$ cat config.mk
export PLATFORM = sky130hd
export DESIGN_NAME = divide
export DESIGN_NICKNAME = d
export VERILOG_FILES = /design/src/rtl/divide.sv
export SDC_FILE = /design/constraint.sdc
export NUM_CORES = 1
export LEC_CHECK = 0
export CAP_MARGIN = 10
export CORE_ASPECT_RATIO = 0.9
export CORE_UTILIZATION = 45
export CTS_BUF_LIST = sky130_fd_sc_hd__clkbuf_4
export DETAILED_ROUTE_END_ITERATION = 7
export PLACE_DENSITY = 0.68
export SYNTH_ARGS = -nofsm -noshare
export SYNTH_HDL_FRONTEND = slang
export SYNTH_SLANG_ARGS = --single-unit
$ cat constraint.sdc
create_clock -name clk -period 4.3 [get_ports clk]
set_input_delay 1.29 -clock clk [delete_from_list [all_inputs] [get_ports clk]]
set_output_delay 1.29 -clock clk [all_outputs]
set_load 0.01 [all_outputs]
$ cat src/rtl/divide.sv
// Signed 16-bit restoring divider.
// One restoring step per clock on the operand magnitudes, 16 steps per divide.
// The quotient truncates toward zero and the remainder takes the dividend's
// sign. A zero divisor skips the iteration and reports div_by_zero instead.
module divide (
  input  logic        clk,
  input  logic        nRST,
  input  logic [15:0] INn1,
  input  logic [15:0] INn2,
  input  logic        start,
  output logic [15:0] out,
  output logic [15:0] rem,
  output logic        finish,
  output logic        div_by_zero,
  output logic        busy
);

  typedef enum logic [1:0] {
    IDLE = 2'd0,
    DIV  = 2'd1,
    DONE = 2'd2
  } state_t;

  state_t      state_q, state_d;
  logic [4:0]  cnt_q, cnt_d;     // completed DIV steps
  logic [15:0] dvd_q, dvd_d;     // dividend magnitude shifting out, quotient bits shifting in
  logic [15:0] dvs_q, dvs_d;     // divisor magnitude
  logic [15:0] prem_q, prem_d;   // partial remainder (always below the divisor magnitude)
  logic        neg_q_q, neg_q_d; // quotient sign
  logic        neg_r_q, neg_r_d; // remainder sign (dividend sign)
  logic [15:0] out_q, out_d;
  logic [15:0] rem_q, rem_d;
  logic        dbz_q, dbz_d;

  // Datapath of one restoring step.
  logic [16:0] shifted;
  logic [16:0] diff;
  logic        qbit;
  logic [15:0] prem_next;
  logic [15:0] quo_next;

  // Restoring step: bring in the next dividend bit, trial-subtract, keep or restore.
  always_comb begin
    shifted   = {prem_q, dvd_q[15]};
    diff      = shifted - {1'b0, dvs_q};
    // Shifted value is below twice the divisor, so a negative difference
    // always shows up as bit 16 set.
    qbit      = ~diff[16];
    prem_next = qbit ? diff[15:0] : shifted[15:0];
    quo_next  = {dvd_q[14:0], qbit};
  end

  // Next-state and register-load logic for the three-state controller.
  always_comb begin
    // NOTE: every variable gets a default before the case so no path leaves
    // one unassigned; otherwise synthesis infers a latch to hold it.
    state_d = state_q;
    cnt_d   = cnt_q;
    dvd_d   = dvd_q;
    dvs_d   = dvs_q;
    prem_d  = prem_q;
    neg_q_d = neg_q_q;
    neg_r_d = neg_r_q;
    out_d   = out_q;
    rem_d   = rem_q;
    dbz_d   = dbz_q;

    unique case (state_q)
      IDLE: begin
        if (start) begin
          neg_q_d = INn1[15] ^ INn2[15];
          neg_r_d = INn1[15];
          // Magnitude of -32768 is 0x8000, which still fits 16 bits unsigned.
          dvd_d   = INn1[15] ? (~INn1 + 16'd1) : INn1;
          dvs_d   = INn2[15] ? (~INn2 + 16'd1) : INn2;
          prem_d  = 16'd0;
          cnt_d   = 5'd0;
          if (INn2 == 16'd0) begin
            state_d = DONE;
            out_d   = 16'd0;
            rem_d   = INn1;
            dbz_d   = 1'b1;
          end else begin
            state_d = DIV;
          end
        end
      end

      DIV: begin
        prem_d = prem_next;
        dvd_d  = quo_next;
        cnt_d  = cnt_q + 5'd1;
        if (cnt_q == 5'd15) begin
          state_d = DONE;
          // Negation wraps, so -32768 / -1 yields 0x8000 with no flag.
          out_d   = neg_q_q ? (~quo_next + 16'd1) : quo_next;
          rem_d   = neg_r_q ? (~prem_next + 16'd1) : prem_next;
          dbz_d   = 1'b0;
        end
      end

      DONE: state_d = IDLE;

      default: state_d = IDLE;
    endcase
  end

  // State and datapath registers with synchronous active-high reset.
  always_ff @(posedge clk) begin
    // NOTE: sequential state uses non-blocking assignments so every flop
    // samples its pre-edge value, independent of statement order.
    if (nRST) begin
      state_q <= IDLE;
      cnt_q   <= 5'd0;
      dvd_q   <= 16'd0;
      dvs_q   <= 16'd0;
      prem_q  <= 16'd0;
      neg_q_q <= 1'b0;
      neg_r_q <= 1'b0;
      out_q   <= 16'd0;
      rem_q   <= 16'd0;
      dbz_q   <= 1'b0;
    end else begin
      state_q <= state_d;
      cnt_q   <= cnt_d;
      dvd_q   <= dvd_d;
      dvs_q   <= dvs_d;
      prem_q  <= prem_d;
      neg_q_q <= neg_q_d;
      neg_r_q <= neg_r_d;
      out_q   <= out_d;
      rem_q   <= rem_d;
      dbz_q   <= dbz_d;
    end
  end

  assign out         = out_q;
  assign rem         = rem_q;
  assign div_by_zero = dbz_q;
  assign finish      = (state_q == DONE);
  assign busy        = (state_q != IDLE);

endmodule
* Yosys cells after proc, flatten, opt, wreduce, memory -nomap -nowiden
Cells that the tools add are included.
Widths: inputs -> output; s select.
** Word-level totals
- Register bits after elaboration :: 90
- Input port bits :: 35
** Operators by class
- $add $sub $neg :: 6
- Equal/unequal tests :: 6
- Multiplexer cells :: 27
- Bitwise logic cells :: 6
- Reduce and logical (&&, ||, !) cells :: 8
** Operator list (count)
- $mux 16 :: 13
- $pmux 16 s2 :: 4
- $add 16x1->16 const B :: 4
- $not 16->16 :: 4
- $sub 17x16->17 :: 1
- $logic_not 16->1 :: 1
- $pmux 5 s2 :: 1
- $mux 2 :: 3
- $ne 2x2->1 const B :: 3
- $reduce_and 2->1 :: 3
- $add 5x1->5 const B :: 1
- $eq 5x4->1 const B :: 1
- $mux 5 :: 1
- $pmux 2 s2 :: 1
- $reduce_and 4->1 :: 1
- $reduce_bool 2->1 :: 2
- $mux 1 :: 3
- $eq 2x1->1 const B :: 1
- $eq 2x2->1 const B :: 1
- $logic_not 2->1 :: 1
- $pmux 1 s2 :: 1
- $not 1->1 :: 1
- $xor 1x1->1 :: 1

* Depth between registers and ports, before layout
Gate-level depths: netlist (run 1).
- Depth in word-level cells :: 7
- Gate-level depth with buffers :: 20
- Depth with buffers taken out :: 20

* Worst setup path before layout (run 1)
OpenSTA, ideal clock, no wires.
- Path kind :: register -> register
- From :: register dvd_q[15]
- To :: register rem_q[10], in the netlist rem[10]
- Library setup time :: 0.134 ns
- Arrival :: 3.522 ns
- Required time :: 4.166 ns
- Slack :: 0.644 ns
- Stages on the path, launching flop included :: 20
- Buffers on the path :: 0
- Clock period less this slack :: 3.656 ns
- Path through :: dfxtp_1 > inv_1 > ha_1 > fa_1 > nor2b_1 > o31ai_1 > a21boi_1 > o21ai_1 > a21oi_4 > inv_2 > nand2_1 > o21ai_0 > inv_1 > ha_1 > inv_1 > nor4_1 > nand4b_1 > a31o_2 > nand3_1 > a211oi_1
** Between the ends
- Word-level cells in the longest chain between the ends :: 7
** RTL lines
- start: declaration :: line 26 : logic [15:0] dvd_q, dvd_d;
- start signal: assignment :: line 126 : dvd_q <= dvd_d;
- $sub 17x16->17 :: line 45 : diff = shifted - {1'b0, dvs_q};
- $mux 16 * :: line 49 : prem_next = qbit ? diff[15:0] : shifted[15:0];
- $not 16->16 :: line 97 : rem_d = neg_r_q ? (~prem_next + 16'd1) : prem_next;
- $add 16x1->16 :: line 97
- $mux 16 * :: line 97
- $mux 16 * :: line 93 : if (cnt_q == 5'd15) begin
- $pmux 16 s2 * :: line 68 : unique case (state_q)
- end signal: assignment :: line 132 : rem_q <= rem_d;
- end: declaration :: line 32 : logic [15:0] rem_q, rem_d;
Mark *: on every way between the ends. The rest lies on a longest branch, timed or not. The select of a mux whose other input is x is not followed.
A chain may end at the register's enable or synchronous reset.

* Final worst setup path (run 1)
Same ends and word-level chain as after synthesis.

==> results of run 1 <==
## routing by layer
layer / wire length (um) / vias up / part of all wire / track usage
li1: - / 3085 / - / -
met1: 8890 / 3024 / 0.48 / 0.366
met2: 8050 / 219 / 0.44 / 0.421
met3: 1210 / 15 / 0.066 / 0.0421
met4: 224 / 0 / 0.012 / 0.0699
met5: 0 / - / 0 / 0
## registers in the layout, summed over array words and instances, names as in the netlist, 2 cells and up
signal / cells
cnt_q: 5
dvd_q: 16
dvs_q: 16
out: 16
prem_q: 16
rem: 16
state_q: 2
## repair_timing
action | in CTS | in global routing
endpoints found under the hold margin | 0 | 0
gates resized for setup | 0 | 5
buffers inserted | 0 | 5
endpoints found under the setup margin | 0 | 7
## synthesized netlist by cell type (all sizes together), types with 4 or more instances
cell	count
o31ai	11
nand4	12
nand2b	6
a21oi	60
mux2i	20
o21a	6
buf	15
ha	22
a22oi	9
nand3b	4
dfxtp	90
and4	5
nor2b	6
o41ai	5
nor4	7
nor2	117
inv	39
clkbuf	32
o21ai	44
a221oi	5
xor2	26
a31oi	16
and3	6
a21boi	4
xnor2	24
nand2	69
or3	14
mux2	5
and2	10
nor3	20
nand3	23
a211oi	34
o211ai	6
or4	9
a21o	5
## power groups by stage
stage	combinational (mW)	sequential [mW]	clock, mW
final	1.66	0.949	0.501
after global routing	1.82	0.955	0.541
after CTS	1.59	0.946	0.513
after detailed placement	1.58	0.965	0
after global placement	1.54	0.962	0
after floorplan	1.19	0.937	0
## worst paths after layout
kind	end	cells past startpoint
setup / recovery	rem[10]$_SDFFE_PP0P_	18
hold / removal	out[15]$_SDFFE_PP0P_	2
setup reg to reg	rem[10]$_SDFFE_PP0P_	18
hold reg to reg	out[15]$_SDFFE_PP0P_	2
## cell type report
| type | count | area (um^2) |
|---|---|---|
| clock buffers | 9 | 67.6 |
| multi-input cells | 640 | 4010 |
| inverters | 39 | 146 |
| flip-flops and latches | 90 | 1800 |
| clock inverters | 7 | 77.6 |
| repair buffers | 101 | 926 |
| well taps | 168 | 210 |
| fillers | 1304 | 6070 |
## stage by stage
stage	total power [mW]	setup WS, ps	cell area (um^2)
after detailed placement	2.54	75.4	7040
final	3.11	236	7240
after floorplan	2.13	644	6140
after CTS	3.05	66.0	7190
after global routing	3.32	-2.23	7240
after global placement	2.51	102	7040
## kinds of logic after synthesis
group / share of synthesized area
buffers and inverters: 0.0561
AOI/OAI and AO/OA: 0.243
adders and majority gates: 0.0481
and+or+nand+nor: 0.246
muxes: 0.0418
xor gates and xnor gates: 0.0714
DFF: 0.294
## critical path, cell delays in order (launching register included)
cell,delay [ps]
dfxtp_2,420
inv_1,60
ha_1,220
fa_1,430
nor2b_2,190
o31ai_2,110
a21boi_2,230
o21ai_1,150
a21oi_4,280
buf_4,160
mux2_2,180
ha_1,190
inv_1,70
nor3_1,280
nand2b_1,170
or3_1,360
a31o_2,260
nand3_1,100
a211oi_1,80
==> results.yml, run 1 <==
global_route:
  grt_pass1_wl_um: 29700
  track_usage: 0.262
  grt_max_degree: 81
  first_global_vias: 5853
  antenna_found_initial: 0
  grt-ovfl-total: 0
pwr:
  combPwrFrac: 0.534
  p_leak_nw: 2.80
  peakVddDrop_v: 0.000278
  power.switching_mw: 1.35
  power.density_nw_per_um2: 430
  switching_share: 0.433
  p_int_mw: 1.76
  clkPwrFrac: 0.161
  power_frac_seq: 0.305
finish:
  diodes: 0
  fin_nets: 939
  layout.cells.most_common: "nor2_1"
  fin_util: 0.544
  drive_gt1_frac: 0.0824
  fin_cells: 1054
  mostFrequentLayoutCells: "114 x nor2_1, 89 x dfxtp_1, 69 x nand2_1"
  area_growth_pct: 18.0
timing:
  skew_ps: 20.7
  drv_slew: 0
  finalSetupViolCount: 0
  fmax_ghz: 0.246
  period_share: 0.945
  maxSlewHeadroom: 0.396
  hold_viol: 0
  holdWs_ps: 457
  min_period_ps: 4060
  max_slew.worst_pin.slew_ps: 905
  tns_ps: 0
run_status:
  status: "finished, violations left"
  violations: "DRC"
routing:
  viasPerCell: 6.02
  dr.pass1.iters: 8
  postRouteAntennaNets: 0
  vias: 6343
  wl_per_cell_um: 17.4
  drc: 2
  routed_wirelength_um: 18400
  drt_iter0_drc: 497
floorplan:
  fp.coreArea_um2: 13300
  dieArea_um2: 14100
  die_height_um: 113
  start_util: 0.461
  rows: 40
  top_level_ports: 70
  die_w_um: 125
worst_setup_path:
  cp_max_fo: 5
  critPathLaunchType: "register"
  r2r_slack_ps: 240
  worstReg2RegStart: "dvd_q[15]$_SDFFE_PP0P_"
  worstSetupEndpointType: "register"
  cp.arrival_ps: 4390
  crit_required_ps: 4630
  criticalPathCategory: "register to register"
  startpoint: "dvd_q[15]$_SDFFE_PP0P_"
synthesis:
  synth-async-reset-ratio: 0
  synth_area_leaders: "dfxtp_1 29%, nor2_1 7.0%, a21oi_1 4.8%"
  synth_edf_count: 0
  synth.distinct_cells: 66
  synth_top_area_frac: 0.294
  synth-seq-area-share: 0.294
  avgSynthCellArea_um2: 7.52
  yosysTopAreaCell: "dfxtp_1"
  synth_ff_type: "dfxtp_1"
  synth_warnings: 0
  synth_seq_cells: 90
  synth_area_um2: 6140
  syn_nets: 874
  syn_inst: 816
placement:
  dp_cells: 1033
  dp_hpwl_um: 13600
  port_buffers: 69
  gp_congestion: 0.906
clock_tree:
  cts_hold_buffers: 0
  clock-sinks: 90
  cts_tree: "done"
  clk_path_buf_depth: 2
  clock-root-buffer: "clkbuf_4"
  htreeDepth: 3
  numCtsBuffers: 9
  clock_latency_ps: 480
  path_clk_slew_ps: 150
run:
  max_cap_violations: 0
min_path:
  hp-start: "out[15]$_SDFFE_PP0P_"
  hold_class: "register to register"
Power figures use the tool's default switching activity.
==> run 2: changes to the inputs <==
Clock period 4.3 ns to 4.85 ns, I/O delays scaled along.
==> results.yml, run 2 (synthesized netlist as in run 1, its figures left out) <==
finish:
  drive_gt1_frac: 0.0576
  layout.cells.most_common: "nor2_1"
  mostFrequentLayoutCells: "114 x nor2_1, 90 x dfxtp_1, 69 x nand2_1"
  fin_nets: 921
  area_growth_pct: 16.1
  diodes: 0
  fin_util: 0.535
routing:
  wl_per_cell_um: 17.8
  vias: 6331
  routed_wirelength_um: 18400
  dr.pass1.iters: 7
  drc: 0
  postRouteAntennaNets: 0
  drt_iter0_drc: 633
  viasPerCell: 6.11
timing:
  drv_slew: 0
  max_slew.worst_pin.slew_ps: 902
  fmax_ghz: 0.223
  finalSetupViolCount: 0
  min_period_ps: 4490
  fin_ws_ps: 362
  skew_ps: 35.8
  period_share: 0.925
  hold_viol: 0
  tns_ps: 0
  rsz0062_at_grt: "false"
  maxSlewHeadroom: 0.399
floorplan:
  top_level_ports: 70
  fp.coreArea_um2: 13300
  rows: 40
  dieArea_um2: 14100
  die_w_um: 125
  die_height_um: 113
  start_util: 0.461
worst_setup_path:
  worstSetupEndpointType: "register"
  critPathLaunchType: "register"
  cp_max_fo: 9
  crit_required_ps: 5160
  cp.arrival_ps: 4800
  criticalPathCategory: "register to register"
global_route:
  grt_use_met3: 0.0487
  gr-usage-met2: 0.413
  antenna_found_initial: 0
  grt_pass1_wl_um: 30000
  track_usage: 0.266
  first_global_vias: 5879
  use_met1: 0.374
  busiest_layer: "met2"
  grt_max_degree: 81
  grt-ovfl-total: 0
clock_tree:
  cts_resized: 0
  cts_setup_buffers: 0
  cts_tree: "done"
  clock-root-buffer: "clkbuf_4"
  clock-sinks: 90
  path_clk_slew_ps: 160
  clock_latency_ps: 490
  numCtsBuffers: 9
  htreeDepth: 3
  cts_hold_buffers: 0
  clk_path_buf_depth: 2
placement:
  place_ws_ps: 216
  gp_congestion: 0.880
  port_buffers: 69
  dp_hpwl_um: 13500
run:
  max_cap_violations: 0
pwr:
  peakVddDrop_v: 0.000181
  p_leak_nw: 2.73
  power.density_nw_per_um2: 386
run_status:
  status: "finished, final reports clean"
min_path:
  hold_class: "register to register"
-- run 2: metal layers --
layer,part of all wire,routed length (um)
met5,0,0
met4,0.017,318
met3,0.065,1200
met2,0.44,8190
met1,0.47,8720
-- run 2: stage by stage --
| step | instance area (um^2) | power (mW) | instances | hold slack [ps] |
|---|---|---|---|---|
| 4_1_cts | 7130 | 2.73 | 1036 | 459 |
| 5_1_grt | 7130 | 2.93 | 1036 | 496 |
| 2_1_floorplan | 6140 | 1.88 | 816 | 440 |
| 3_3_place_gp | 6940 | 2.17 | 1020 | 434 |
| 6_report | 7130 | 2.75 | 1036 | 459 |
| 3_5_place_dp | 6940 | 2.20 | 1020 | 439 |
-- run 2: path summary, 6_finish.rpt --
kind | from | end | slack, ps | cells past startpoint
worst min register to register | out[15]$_SDFFE_PP0P_ | out[15]$_SDFFE_PP0P_ | 460 | 2
worst max-delay path | dvd_q[15]$_SDFFE_PP0P_ | rem[10]$_SDFFE_PP0P_ | 360 | 20
worst min-delay path | out[15]$_SDFFE_PP0P_ | out[15]$_SDFFE_PP0P_ | 460 | 2
worst max register to register | dvd_q[15]$_SDFFE_PP0P_ | rem[10]$_SDFFE_PP0P_ | 360 | 20
-- run 2: final cells by class --
type / count / area [um^2]
timing repair buffer: 83 / 791
inverter: 39 / 146
tap: 168 / 210
sequential: 90 / 1800
clock inverter: 7 / 118
fill: 1307 / 6180
multi-input combinational: 640 / 3990
clock buffer: 9 / 67.6
-- run 2: worst max-delay path, stage by stage (launching register included) --
cell and delay, ps:
dfxtp_1 470, inv_1 70, ha_1 230, fa_1 410, nor2b_1 240, o31ai_1 170, a21boi_1 350, o21ai_1 190
a21oi_4 350, inv_2 60, nand2_1 70, o21ai_0 100, inv_1 70, ha_1 150, inv_1 70, nor3_1 330
nand2b_1 170, or3_1 360, a31o_2 260, nand3_1 90, a211oi_1 80
-- run 2: power by group --
part / internal (mW) / total, mW / switching, mW
clock network: 0.261 / 0.532 / 0.272
logic: 0.554 / 1.38 / 0.829
registers: 0.783 / 0.840 / 0.0565
total: 1.60 / 2.75 / 1.16
==> run 3: changes to the inputs <==
Settings changed: GPL_TIMING_DRIVEN set to 0, PLACE_DENSITY 0.68 to 0.66, SKIP_LAST_GASP set to 1.
==> results.yml, run 3 (synthesized netlist as in run 1, its figures left out) <==
global_route:
  track_usage: 0.312
  grt_pass1_wl_um: 34200
  grt-ovfl-total: 0
  antenna_found_initial: 0
  grt_max_degree: 15
  first_global_vias: 6103
clock_tree:
  clock-root-buffer: "clkbuf_4"
  clock-sinks: 90
  cts_tree: "done"
  clk_path_buf_depth: 2
  numCtsBuffers: 9
  path_clk_slew_ps: 150
  clock_latency_ps: 480
  htreeDepth: 3
  cts_hold_buffers: 0
routing:
  drt_iter0_drc: 688
  vias: 6571
  drc: 0
  wl_per_cell_um: 20.4
  viasPerCell: 6.12
  dr.pass1.iters: 7
  postRouteAntennaNets: 0
  routed_wirelength_um: 21900
floorplan:
  die_w_um: 125
  fp.coreArea_um2: 13300
  top_level_ports: 70
  die_height_um: 113
  rows: 40
  start_util: 0.461
  dieArea_um2: 14100
run:
  max_cap_violations: 0
finish:
  area_growth_pct: 17.6
  fin_nets: 958
  fin_cells: 1074
  layout.cells.most_common: "nor2_1"
  drive_gt1_frac: 0.0552
  fin_util: 0.542
  mostFrequentLayoutCells: "115 x nor2_1, 90 x dfxtp_1, 69 x nand2_1"
placement:
  gp_congestion: 0.962
  port_buffers: 68
  dp_hpwl_um: 16700
  dp_cells: 1052
  place_ws_ps: 88.6
timing:
  maxSlewHeadroom: 0.500
  finalSetupViolCount: 0
  max_slew.worst_pin.slew_ps: 750
  drv_slew: 0
  fin_ws_ps: 286
  holdWs_ps: 462
  skew_ps: 21.1
  hold_viol: 0
  min_period_ps: 4560
  period_share: 0.941
  rsz0062_at_grt: "false"
  fmax_ghz: 0.219
  tns_ps: 0
pwr:
  p_leak_nw: 2.75
  power.density_nw_per_um2: 389
  peakVddDrop_v: 0.000185
min_path:
  hold_class: "register to register"
  hp-start: "out[11]$_SDFFE_PP0P_"
worst_setup_path:
  crit_required_ps: 5190
  criticalPathCategory: "register to register"
  worstReg2RegStart: "dvd_q[15]$_SDFFE_PP0P_"
  cp_max_fo: 10
  worstSetupEndpointType: "register"
  critPathLaunchType: "register"
  startpoint: "dvd_q[15]$_SDFFE_PP0P_"
  cp.arrival_ps: 4910
run_status:
  status: "finished, final reports clean"
==> run 3: path summary, 6_finish.rpt <==
kind / end / cells past startpoint / slack [ps]
setup / recovery: rem[10]$_SDFFE_PP0P_ / 20 / 290
hold / removal: out[11]$_SDFFE_PP0P_ / 2 / 460
setup reg to reg: rem[10]$_SDFFE_PP0P_ / 20 / 290
hold reg to reg: out[11]$_SDFFE_PP0P_ / 2 / 460
==> run 3: layout make-up <==
class	instances	area, um^2
Fill cell	1327	6090
Multi-Input combinational cell	640	4000
Sequential cell	90	1800
Timing Repair Buffer	73	718
Tap cell	168	210
Buffer	47	198
Inverter	39	146
Clock buffer	12	90.1
Clock inverter	4	51.3
Antenna cell	1	2.50
==> run 3: per-layer routing <==
layer  GRT usage  part of all wire  vias up
met4      0.0780             0.012        0
met1       0.447              0.46     3097
met2       0.460              0.42      342
met5           0                 0        -
li1            -                 -     3108
met3      0.0884              0.11       24
==> run 3: critical path: stages (launching register included) <==
cell	delay (ps)
dfxtp_1	450
inv_1	70
ha_1	220
fa_1	410
nor2b_1	240
o31ai_1	200
a21boi_2	290
o21ai_1	160
a21oi_4	340
inv_2	200
nand2_1	100
o21ai_0	120
inv_1	80
ha_1	170
inv_1	90
nor3_1	330
nand2b_1	170
or3_1	360
a31o_2	250
nand3_1	80
a211oi_1	80
==> run 3: timing repair <==
item / 4_1_cts / 5_1_grt
buffers inserted: 0 / 5
hold endpoints to repair: 0 / 0
endpoints found under the setup margin: 0 / 5
gates resized for setup: 0 / 2
==> run 3: where the power goes <==
group | switching [mW] | leakage, nW | total (mW) | internal [mW]
combinational | 0.919 | 1.94 | 1.52 | 0.603
sequential | 0.0597 | 0.732 | 0.843 | 0.783
clock | 0.271 | 0.0779 | 0.447 | 0.176
==> run 3: per-stage QoR <==
stage | power [mW] | cell area, um^2
2_1_floorplan | 1.88 | 6140
3_3_place_gp | 2.25 | 7030
3_5_place_dp | 2.28 | 7030
4_1_cts | 2.72 | 7170
5_1_grt | 2.96 | 7220
6_report | 2.81 | 7220
